<file path="src/rtl/ucsbece154b_branch_resolve_if.sv">
// Bundle of fetch-side prediction metadata, pipeline control, Execute outcome
// and predictor write-back signals exchanged with the branch resolve stage.
interface ucsbece154b_branch_resolve_if #(
  parameter int NUM_BTB_ENTRIES = 32,
  parameter int NUM_GHR_BITS    = 5
);
  localparam int IW = $clog2(NUM_BTB_ENTRIES);

  // Fetch-stage prediction metadata
  logic [31:0]             pcF_i;
  logic                    BranchTakenF_i;
  logic [31:0]             BTBtargetF_i;
  logic [NUM_GHR_BITS-1:0] PHTreadaddressF_i;

  // Pipeline control
  logic                    StallD_i;
  logic                    FlushD_i;
  logic                    StallE_i;
  logic                    FlushE_i;

  // Execute-stage outcome
  logic [6:0]              opE_i;
  logic                    ActualTakenE_i;
  logic [31:0]             ActualTargetE_i;

  // Redirect, predictor write ports and counters
  logic                    MispredictE_o;
  logic [31:0]             PCredirectE_o;
  logic                    BTBwe_o;
  logic [IW-1:0]           BTBwriteaddress_o;
  logic [31:0]             BTBwritedata_o;
  logic                    PHTwe_o;
  logic                    PHTincrement_o;
  logic [NUM_GHR_BITS-1:0] PHTwriteaddress_o;
  logic                    GHRreset_o;
  logic [31:0]             BranchCount_o;
  logic [31:0]             MispredictCount_o;

  modport master (
    output pcF_i, BranchTakenF_i, BTBtargetF_i, PHTreadaddressF_i,
    output StallD_i, FlushD_i, StallE_i, FlushE_i,
    output opE_i, ActualTakenE_i, ActualTargetE_i,
    input  MispredictE_o, PCredirectE_o, BTBwe_o, BTBwriteaddress_o,
    input  BTBwritedata_o, PHTwe_o, PHTincrement_o, PHTwriteaddress_o,
    input  GHRreset_o, BranchCount_o, MispredictCount_o
  );

  modport slave (
    input  pcF_i, BranchTakenF_i, BTBtargetF_i, PHTreadaddressF_i,
    input  StallD_i, FlushD_i, StallE_i, FlushE_i,
    input  opE_i, ActualTakenE_i, ActualTargetE_i,
    output MispredictE_o, PCredirectE_o, BTBwe_o, BTBwriteaddress_o,
    output BTBwritedata_o, PHTwe_o, PHTincrement_o, PHTwriteaddress_o,
    output GHRreset_o, BranchCount_o, MispredictCount_o
  );
endinterface

</file>
<file path="src/rtl/ucsbece154b_branch_resolve.sv">
// Branch resolution: carries fetch predictions through D/E, compares them with
// the Execute outcome, drives redirect and predictor updates, counts branches.
module ucsbece154b_branch_resolve #(
  parameter int NUM_BTB_ENTRIES = 32,
  parameter int NUM_GHR_BITS    = 5
) (
  input  logic                         clk,
  input  logic                         reset_i,
  ucsbece154b_branch_resolve_if.slave  br_if
);
  localparam int IW = $clog2(NUM_BTB_ENTRIES);

  localparam logic [6:0] INSTR_BRANCH_OP = 7'b1100011;
  localparam logic [6:0] INSTR_JAL_OP    = 7'b1101111;
  localparam logic [6:0] INSTR_JALR_OP   = 7'b1100111;

  typedef struct packed {
    logic                    valid;
    logic [31:0]             pc;
    logic                    pred_taken;
    logic [31:0]             pred_target;
    logic [NUM_GHR_BITS-1:0] pht_addr;
  } meta_t;

  meta_t       r_d;
  meta_t       r_e;
  logic [31:0] r_branch_count;
  logic [31:0] r_mispredict_count;

  logic        w_is_br;
  logic        w_is_j;
  logic        w_is_ctl;
  logic        w_act_taken;
  logic        w_target_diff;
  logic        w_mispredict;
  logic        w_update_ok;
  logic        w_flush_d;
  logic        w_flush_e;
  logic [31:0] w_pc_plus4;

  // Execute-stage decode and comparison against the carried prediction
  assign w_is_br       = (br_if.opE_i == INSTR_BRANCH_OP);
  assign w_is_j        = (br_if.opE_i == INSTR_JAL_OP) || (br_if.opE_i == INSTR_JALR_OP);
  assign w_is_ctl      = w_is_br | w_is_j;
  assign w_act_taken   = w_is_j | (w_is_br & br_if.ActualTakenE_i);
  assign w_target_diff = (r_e.pred_target != br_if.ActualTargetE_i);
  assign w_pc_plus4    = r_e.pc + 32'd4;

  assign w_mispredict = r_e.valid &
                        ((w_is_ctl & ((r_e.pred_taken != w_act_taken) |
                                      (w_act_taken & w_target_diff))) |
                         (~w_is_ctl & r_e.pred_taken));

  // A stalled instruction stays in E; it updates state only on the cycle it leaves
  assign w_update_ok = r_e.valid & ~br_if.StallE_i;

  assign w_flush_d = br_if.FlushD_i | w_mispredict;
  assign w_flush_e = br_if.FlushE_i | w_mispredict;

  // NOTE: sequential state uses non-blocking assignments so every register
  // samples pre-edge values; the async reset clears valid bits immediately.
  always_ff @(posedge clk or posedge reset_i) begin
    if (reset_i) begin
      r_d <= '0;
    end else if (w_flush_d) begin
      r_d <= '0;
    end else if (!br_if.StallD_i) begin
      r_d.valid       <= 1'b1;
      r_d.pc          <= br_if.pcF_i;
      r_d.pred_taken  <= br_if.BranchTakenF_i;
      r_d.pred_target <= br_if.BTBtargetF_i;
      r_d.pht_addr    <= br_if.PHTreadaddressF_i;
    end
  end

  always_ff @(posedge clk or posedge reset_i) begin
    if (reset_i) begin
      r_e <= '0;
    end else if (w_flush_e) begin
      r_e <= '0;
    end else if (!br_if.StallE_i) begin
      r_e <= r_d;
    end
  end

  always_ff @(posedge clk or posedge reset_i) begin
    if (reset_i) begin
      r_branch_count     <= '0;
      r_mispredict_count <= '0;
    end else begin
      if (w_update_ok && w_is_ctl) begin
        r_branch_count <= r_branch_count + 32'd1;
      end
      if (w_mispredict && !br_if.StallE_i) begin
        r_mispredict_count <= r_mispredict_count + 32'd1;
      end
    end
  end

  // NOTE: every output gets a default first so no path can infer a latch;
  // an invalid E slot leaves them all at zero.
  always_comb begin
    br_if.MispredictE_o     = 1'b0;
    br_if.PCredirectE_o     = '0;
    br_if.BTBwe_o           = 1'b0;
    br_if.BTBwriteaddress_o = '0;
    br_if.BTBwritedata_o    = '0;
    br_if.PHTwe_o           = 1'b0;
    br_if.PHTincrement_o    = 1'b0;
    br_if.PHTwriteaddress_o = '0;
    br_if.GHRreset_o        = 1'b0;
    if (r_e.valid) begin
      br_if.MispredictE_o     = w_mispredict;
      br_if.PCredirectE_o     = (w_mispredict && w_act_taken) ? br_if.ActualTargetE_i
                                                              : w_pc_plus4;
      br_if.BTBwe_o           = w_update_ok & w_is_ctl & w_act_taken &
                                (~r_e.pred_taken | w_target_diff);
      br_if.BTBwriteaddress_o = r_e.pc[IW+1:2];
      br_if.BTBwritedata_o    = br_if.ActualTargetE_i;
      br_if.PHTwe_o           = w_update_ok & w_is_br;
      br_if.PHTincrement_o    = br_if.ActualTakenE_i;
      br_if.PHTwriteaddress_o = r_e.pht_addr;
      br_if.GHRreset_o        = w_mispredict & w_is_br;
    end
  end

  assign br_if.BranchCount_o     = r_branch_count;
  assign br_if.MispredictCount_o = r_mispredict_count;

endmodule

</file>
<file path="src/flat_wrapper.sv">
// flat-port wrapper written by rule: the top's interface ports become plain ports
module ucsbece154b_branch_resolve_flat 
#(
  parameter int NUM_BTB_ENTRIES = 32,
  parameter int NUM_GHR_BITS    = 5
)
  (clk, reset_i, br_if_pcF_i, br_if_BranchTakenF_i, br_if_BTBtargetF_i, br_if_PHTreadaddressF_i, br_if_StallD_i, br_if_FlushD_i, br_if_StallE_i, br_if_FlushE_i, br_if_opE_i, br_if_ActualTakenE_i, br_if_ActualTargetE_i, br_if_MispredictE_o, br_if_PCredirectE_o, br_if_BTBwe_o, br_if_BTBwriteaddress_o, br_if_BTBwritedata_o, br_if_PHTwe_o, br_if_PHTincrement_o, br_if_PHTwriteaddress_o, br_if_GHRreset_o, br_if_BranchCount_o, br_if_MispredictCount_o);
  ucsbece154b_branch_resolve_if #(.NUM_BTB_ENTRIES(NUM_BTB_ENTRIES), .NUM_GHR_BITS(NUM_GHR_BITS)) br_if_i ();
  input  logic clk;
  input  logic reset_i;
  input wire logic [$bits(br_if_i.pcF_i)-1:0] br_if_pcF_i;
  input wire logic [$bits(br_if_i.BranchTakenF_i)-1:0] br_if_BranchTakenF_i;
  input wire logic [$bits(br_if_i.BTBtargetF_i)-1:0] br_if_BTBtargetF_i;
  input wire logic [$bits(br_if_i.PHTreadaddressF_i)-1:0] br_if_PHTreadaddressF_i;
  input wire logic [$bits(br_if_i.StallD_i)-1:0] br_if_StallD_i;
  input wire logic [$bits(br_if_i.FlushD_i)-1:0] br_if_FlushD_i;
  input wire logic [$bits(br_if_i.StallE_i)-1:0] br_if_StallE_i;
  input wire logic [$bits(br_if_i.FlushE_i)-1:0] br_if_FlushE_i;
  input wire logic [$bits(br_if_i.opE_i)-1:0] br_if_opE_i;
  input wire logic [$bits(br_if_i.ActualTakenE_i)-1:0] br_if_ActualTakenE_i;
  input wire logic [$bits(br_if_i.ActualTargetE_i)-1:0] br_if_ActualTargetE_i;
  output wire logic [$bits(br_if_i.MispredictE_o)-1:0] br_if_MispredictE_o;
  output wire logic [$bits(br_if_i.PCredirectE_o)-1:0] br_if_PCredirectE_o;
  output wire logic [$bits(br_if_i.BTBwe_o)-1:0] br_if_BTBwe_o;
  output wire logic [$bits(br_if_i.BTBwriteaddress_o)-1:0] br_if_BTBwriteaddress_o;
  output wire logic [$bits(br_if_i.BTBwritedata_o)-1:0] br_if_BTBwritedata_o;
  output wire logic [$bits(br_if_i.PHTwe_o)-1:0] br_if_PHTwe_o;
  output wire logic [$bits(br_if_i.PHTincrement_o)-1:0] br_if_PHTincrement_o;
  output wire logic [$bits(br_if_i.PHTwriteaddress_o)-1:0] br_if_PHTwriteaddress_o;
  output wire logic [$bits(br_if_i.GHRreset_o)-1:0] br_if_GHRreset_o;
  output wire logic [$bits(br_if_i.BranchCount_o)-1:0] br_if_BranchCount_o;
  output wire logic [$bits(br_if_i.MispredictCount_o)-1:0] br_if_MispredictCount_o;
  assign br_if_i.pcF_i = br_if_pcF_i;
  assign br_if_i.BranchTakenF_i = br_if_BranchTakenF_i;
  assign br_if_i.BTBtargetF_i = br_if_BTBtargetF_i;
  assign br_if_i.PHTreadaddressF_i = br_if_PHTreadaddressF_i;
  assign br_if_i.StallD_i = br_if_StallD_i;
  assign br_if_i.FlushD_i = br_if_FlushD_i;
  assign br_if_i.StallE_i = br_if_StallE_i;
  assign br_if_i.FlushE_i = br_if_FlushE_i;
  assign br_if_i.opE_i = br_if_opE_i;
  assign br_if_i.ActualTakenE_i = br_if_ActualTakenE_i;
  assign br_if_i.ActualTargetE_i = br_if_ActualTargetE_i;
  assign br_if_MispredictE_o = br_if_i.MispredictE_o;
  assign br_if_PCredirectE_o = br_if_i.PCredirectE_o;
  assign br_if_BTBwe_o = br_if_i.BTBwe_o;
  assign br_if_BTBwriteaddress_o = br_if_i.BTBwriteaddress_o;
  assign br_if_BTBwritedata_o = br_if_i.BTBwritedata_o;
  assign br_if_PHTwe_o = br_if_i.PHTwe_o;
  assign br_if_PHTincrement_o = br_if_i.PHTincrement_o;
  assign br_if_PHTwriteaddress_o = br_if_i.PHTwriteaddress_o;
  assign br_if_GHRreset_o = br_if_i.GHRreset_o;
  assign br_if_BranchCount_o = br_if_i.BranchCount_o;
  assign br_if_MispredictCount_o = br_if_i.MispredictCount_o;
  ucsbece154b_branch_resolve #(.NUM_BTB_ENTRIES(NUM_BTB_ENTRIES), .NUM_GHR_BITS(NUM_GHR_BITS)) u_core (.clk(clk), .reset_i(reset_i), .br_if(br_if_i));
endmodule
</file>
<file path="config.mk">
export PLATFORM = sky130hd
export DESIGN_NAME = ucsbece154b_branch_resolve_flat
export DESIGN_NICKNAME = d
export VERILOG_FILES = /design/src/rtl/ucsbece154b_branch_resolve_if.sv /design/src/rtl/ucsbece154b_branch_resolve.sv /design/src/flat_wrapper.sv
export SDC_FILE = /design/constraint.sdc
export NUM_CORES = 1
export LEC_CHECK = 0
export BUFFER_PORTS_ARGS = -buffer_cell sky130_fd_sc_hd__buf_4
export CORE_ASPECT_RATIO = 2
export CORE_MARGIN = 2
export CORE_UTILIZATION = 43
export DETAILED_ROUTE_END_ITERATION = 8
export PLACE_DENSITY = 0.74
export SYNTH_ARGS = -nofsm -noshare
export SYNTH_HDL_FRONTEND = slang
export SYNTH_SLANG_ARGS = --single-unit
</file>
<file path="constraint.sdc">
create_clock -name clk -period 7.2 [get_ports clk]
set_clock_uncertainty 0.2 [all_clocks]
set_input_delay 0.72 -clock clk [delete_from_list [all_inputs] [get_ports clk]]
set_output_delay 0.72 -clock clk [all_outputs]
set_load 0.01 [all_outputs]
</file>
==> results of run 1 <==
==> worst min-delay path by stage <==
stage	start	end	slack, ps
floorplan	u_core.r_e[0]	u_core.r_e[0]	280
CTS	br_if_pcF_i[4]	u_core.r_d[42]	250
finish	reset_i	u_core.r_d[44]	240
detailed placement	u_core.br_if.MispredictCount_o[31]	u_core.br_if.MispredictCount_o[31]	270
global placement	u_core.br_if.MispredictCount_o[31]	u_core.br_if.MispredictCount_o[31]	260
global route	br_if_BTBtargetF_i[31]	u_core.r_d[36]	260
==> critical path, cell delays in order, from the launching register on <==
cell	delay, ps
dfrtp_1	390
xor2_1	170
nor4_1	450
nand4_1	240
or3_1	430
nand2_2	870
nor2_1	270
a211oi_1	440
buf_4	200
==> through the flow <==
stage                     instances  hold WS [ps]
after floorplan                 966           282
after global placement         1464           263
after detailed placement       1464           268
after CTS                      1499           246
after global routing           1501           260
final                          1502           239
==> logic make-up after synthesis <==
group,share of synthesized area (%)
flops,50.6
buf+inv,3.47
compound gates,2.18
fa+ha+maj,0.369
simple gates,18.5
mux,14.4
xor+xnor,10.5
==> layout make-up <==
class | count | area (µm²) | share of cell area (%)
sequential | 206 | 5150 | 39.9
clock inverter | 5 | 77.6 | 0.601
clock buffer | 30 | 599 | 4.64
tap | 283 | 354 | 2.74
timing repair buffer | 265 | 1990 | 15.4
inverter | 14 | 60.1 | 0.465
antenna | 3 | 7.51 | 0.0581
multi-input combinational | 696 | 4670 | 36.2
==> where the power goes <==
part	total, mW	switching, mW	internal, mW
registers	1.23	0.0305	1.20
clock network	1.09	0.448	0.647
logic	0.252	0.138	0.114
total	2.57	0.616	1.96
==> sequential cells by signal, indices dropped and copies added (netlist names) <==
signal                          flops
u_core.br_if.BranchCount_o         32
u_core.br_if.MispredictCount_o     32
u_core.r_d                         71
u_core.r_e                         71
==> metal layers <==
layer | vias to the layer above | routed length, µm | GRT usage [%] | share of wire (%)
met1 | 3939 | 11700 | 28.5 | 38
met3 | 37 | 1460 | 3.20 | 4.8
met2 | 237 | 16400 | 43.3 | 54
met4 | 0 | 832 | 7.24 | 2.7
met5 | - | 0 | 0 | 0
li1 | 3736 | - | - | -
==> cell usage after synthesis, types with 10 or more instances <==
library cell	number	area [µm²]
nand3_1	40	200
xor2_1	63	552
buf_6	14	158
inv_1	14	52.6
and2_1	43	269
a211oi_1	25	188
dfrtp_1	206	5150
and3_1	17	106
nor2_1	192	721
nand2_1	37	139
nor4_1	10	62.6
nand4_1	26	163
clkbuf_1	30	113
mux2i_1	143	1430
xnor2_1	59	517
==> results.toml, run 1 <==
[outcome]
outcome = "finished, final reports clean"

[critical_path]
worstPathArrival_ps = 3970
path_class = "reg2out"
cp_data_required_time_ps = 6280
r2r-start = "u_core.r_e[8]"
cp-end-kind = "output pin"
reg2regPathDepth = 8
rrSetupSlack_ps = 4010
start_kind = "flip-flop"
startpoint = "u_core.r_e[8]"
cp-endpoint = "br_if_PCredirectE_o[30]"
r2r_end = "u_core.r_e[66]"
critPathMaxFanout = 62

[sta]
worstMarginPinSlew_ps = 1200
finalSetupViolCount = 0
max_freq_ghz = 0.204
rsz0062_at_grt = "no"
hold_viol = 0
max_slew_margin_pct = 19.4
fin_setup_tns_ps = 0
fin_crit_ps = 4890
drv_slew = 0
finalWorstSetupSlack_ps = 2310
period_share_pct = 67.9

[layout]
fin_util_pct = 55.6
area_growth_pct = 26.9
mostFrequentLayoutCell = "buf_4"
fin_nets = 1322
final_area_um2 = 12900
layout-drive-gt1-share_pct = 24.9
fill_cells = 2056
final_cell_mix = "buf_4 (265), dfrtp_1 (206), nor2_1 (192)"

[logic_synthesis]
ys_seq_elements = 206
synth_nets = 1085
ys_seq_area_share_pct = 50.6
yosysWarnings = 0
synthFlopType = "dfrtp_1"
synth-async-reset-ratio_pct = 100
postSynthCellCount = 966
synth-edff-count = 0
synthDistinctLibCells = 32
netlist_area_um2 = 10200
syn_area_per_cell_um2 = 10.5

[global_route]
overflow = 0
grt_first_pass_wirelength_mm = 46.4
grt_max_degree = 145
grt_usage_pct = 23.7
grt_pass1_vias = 8016
antenna_found_initial = 2

[die]
start_util_pct = 43.8
coreArea_um2 = 23200
fp.dieArea_um2 = 25000
fp.dieH_um = 222
num_rows = 79
dieWidth_um = 113
io-pin-count = 259

[drt]
drc_errors = 0
routedWlPerCell_um = 20.2
drtIter0Drc = 455
drt_pre_antenna_iters = 5
vias = 7949
finalWirelength_mm = 30.4
viasPerCell = 5.29
antenna_left = 0

[job]
cap_violations = 0

[power]
p_leak_nw = 6.64
irDropWorstVdd_uv = 214
power_mw = 2.57
power_density_nw_per_um2 = 199

[cts]
post_cts_resized = 0
cts.sinks = 206
cts_inserted_buffers = 20
cts_tree = "yes"
htreeDepth = 1
cts_setup_buffers = 0
clockRootBuffer = "clkbuf_16"
clock_path_buffers = 3
path_clk_slew_ps = 70
worstSkewPairLatency_ps = 500
hold_buffers = 0

[placed_design]
pre_cts_ws_ps = 2290
port-buffer-count = 258
hpwl_mm = 21.9
gp_congestion = 0.878
placed_area_um2 = 12200

[worst_hold_path]
hold_class = "in2async"
(Power assumes the default switching activity.)
==> run 2: changes to the inputs <==
--- a/config.mk
+++ b/config.mk
@@ -5,12 +5,13 @@
 export SDC_FILE = /design/constraint.sdc
 export NUM_CORES = 1
 export LEC_CHECK = 0
+export ABC_AREA = 1
 export BUFFER_PORTS_ARGS = -buffer_cell sky130_fd_sc_hd__buf_4
 export CORE_ASPECT_RATIO = 2
 export CORE_MARGIN = 2
 export CORE_UTILIZATION = 43
 export DETAILED_ROUTE_END_ITERATION = 8
-export PLACE_DENSITY = 0.74
+export PLACE_DENSITY = 0.73
 export SYNTH_ARGS = -nofsm -noshare
 export SYNTH_HDL_FRONTEND = slang
 export SYNTH_SLANG_ARGS = --single-unit
==> constraint.sdc (replaced) <==
create_clock -name clk -period 4.7 [get_ports clk]
set_clock_uncertainty 0.2 [all_clocks]
set_input_delay 0.47 -clock clk [delete_from_list [all_inputs] [get_ports clk]]
set_output_delay 0.47 -clock clk [all_outputs]
set_load 0.01 [all_outputs]
==> run 2 against run 1 <==
Against the previous run:
- the flow now finishes with violations (max-capacitance violations)
- utilization is 1.5 points lower
- routed wire length grew 48%
- global-route usage increased by 7.4 points
- sequential share of layout area shrank 4.5 points
- highest routed layer unchanged
==> results.toml, run 2 <==
[outcome]
outcome = "finished with violations"
violations = "max-capacitance violations"

[die]
fp.dieArea_um2 = 28800
fp.dieH_um = 238
io-pin-count = 259
start_util_pct = 43.8
dieWidth_um = 121
coreArea_um2 = 26900
num_rows = 85

[cts]
cts_tree = "yes"
cts_inserted_buffers = 20
hold_buffers = 2
worstSkewPairLatency_ps = 510
cts.sinks = 206
clock_path_buffers = 3
clockRootBuffer = "clkbuf_16"
cts_setup_buffers = 0
post_cts_resized = 0
path_clk_slew_ps = 70
htreeDepth = 1

[critical_path]
reg2regPathDepth = 10
cp_common_cell = "nand2_1"
path_delay_family = "simple AND/OR/NAND/NOR gates"
startpoint = "u_core.r_e[15]"
crit_buf_inv = 2
slowest_stage = "nand2_2"
cp.depth = 11
cp_data_required_time_ps = 4030
r2r-start = "u_core.r_e[15]"
r2r_end = "u_core.r_d[53]"
start_kind = "flip-flop"
crit_chain = "xnor2_1, nand2_1, nor2_1, nand2_1, nor2_2, nand3_2, nand2_2, inv_2, nand2_1, nand2_1, buf_4"
cp_slowest_stage_delay_ps = 560
worstPathArrival_ps = 3050
cp-end-kind = "output pin"
rrSetupSlack_ps = 1690
critPathMaxFanout = 34
path_class = "reg2out"

[global_route]
grt_max_degree = 123
antenna_found_initial = 1
grt_first_pass_wirelength_mm = 67.4
grt_pass1_vias = 11582
overflow = 0
grt_usage_pct = 31.0

[placed_design]
port-buffer-count = 258
gp_congestion = 1.11
hpwl_mm = 34.3

[sta]
max_slew_margin_pct = 1.27
fin_setup_tns_ps = 0
rsz0062_at_grt = "no"
drv_slew = 0
period_share_pct = 79.2
fin_crit_ps = 3720
max_freq_ghz = 0.269
worstMarginPinSlew_ps = 1470
finalSetupViolCount = 0
hold_viol = 0
fin_hold_ws_ps = 9.94

[worst_hold_path]
hold_path_startpoint = "br_if_BTBtargetF_i[23]"
whs_endpoint = "u_core.r_d[28]"
hold_class = "in2reg"
hold_path_depth = 3

[logic_synthesis]
netlist_area_um2 = 11800
synth.top_cell.area_share_pct = 43.7
synthTopCellsByCount = "nand2_1 (537), dfrtp_1 (206), nand4_1 (159), nor2_1 (151), inv_1 (131)"
yosysMostFrequentCell = "nand2_1"
syn_area_per_cell_um2 = 7.34
yosysTopAreaCell = "dfrtp_1"
synth-edff-count = 0
ys_seq_elements = 206
ys_seq_area_share_pct = 43.7
postSynthCellCount = 1607
yosysWarnings = 0
synthDistinctLibCells = 32
synth_area_leaders = "dfrtp_1 (44%), nand2_1 (17%), nand4_1 (8.4%), nor2_1 (4.8%), xor2_1 (4.2%)"
synth_nets = 1726
synth-async-reset-ratio_pct = 100
synthFlopType = "dfrtp_1"

[layout]
layout-drive-gt1-share_pct = 17.9
mostFrequentLayoutCell = "nand2_1"
fill_cells = 2667
final_cell_mix = "nand2_1 (537), buf_4 (271), dfrtp_1 (205)"
area_growth_pct = 23.5
fin_nets = 1934
fin_util_pct = 54.1
top_regs = "u_core.r_d (71), u_core.r_e (71)"

[drt]
routedWlPerCell_um = 20.7
drt_pre_antenna_iters = 5
vias = 11808
antenna_left = 0
drc_errors = 0
finalWirelength_mm = 45.0
viasPerCell = 5.43
drtIter0Drc = 896

[power]
power_mw = 4.11
power_density_nw_per_um2 = 282
irDropWorstVdd_uv = 304
p_leak_nw = 7.43

[job]
cap_violations = 1
-- run 2: cell families after synthesis --
family | Yosys count | share of synthesized area (%)
AO/OA/AOI/OAI | 97 | 4.21
XOR/XNOR | 104 | 7.73
adder cells (fa/ha/maj) | 3 | 0.318
buffers and inverters | 231 | 8.10
flip-flops | 206 | 43.7
AND/OR/NAND/NOR | 966 | 35.9
-- run 2: worst max-delay path by stage --
stage                                               end  slack, ps
final                            br_if_PCredirectE_o[2]        980
after global routing            br_if_PCredirectE_o[30]        750
after CTS                       br_if_PCredirectE_o[30]       1010
after detailed placement        br_if_PCredirectE_o[30]       1360
after global placement           br_if_PCredirectE_o[2]       1420
after floorplan           u_core.br_if.BranchCount_o[0]       1360
-- run 2: cell type report --
type	count	area (µm²)	area share, %
Multi-Input combinational cell	1170	5680	39.0
Sequential cell	206	5160	35.4
Timing Repair Buffer	275	2090	14.4
Clock buffer	28	572	3.93
Inverter	142	539	3.70
Tap cell	348	435	2.99
Clock inverter	6	83.8	0.576
Antenna cell	1	2.50	0.0172
-- run 2: worst min-delay path, cell delays in order --
cell and delay, ps:
buf_4 80, nand4_1 80, nand2_1 70
-- run 2: layer usage --
layer | up-vias | routed length (µm) | global-route usage, %
met2 | 473 | 23600 | 56.2
met3 | 134 | 2880 | 5.69
met5 | - | 0 | 0
li1 | 5617 | - | -
met4 | 0 | 3920 | 23.6
met1 | 5584 | 14600 | 30.6
-- run 2: metrics by stage --
| stage | cell area (µm²) | std cells | setup slack (ps) |
|---|---|---|---|
| 6_report | 14600 | 2176 | 978 |
| 4_1_cts | 14600 | 2175 | 1010 |
| 3_5_place_dp | 13900 | 2139 | 1360 |
| 3_3_place_gp | 13900 | 2139 | 1420 |
| 2_1_floorplan | 11800 | 1607 | 1360 |
| 5_1_grt | 14600 | 2176 | 748 |
-- run 2: power by group --
part           switching (mW)  internal [mW]  total (mW)
logic                   0.324          0.197       0.521
clock network           0.712          0.960        1.67
registers              0.0697           1.85        1.91
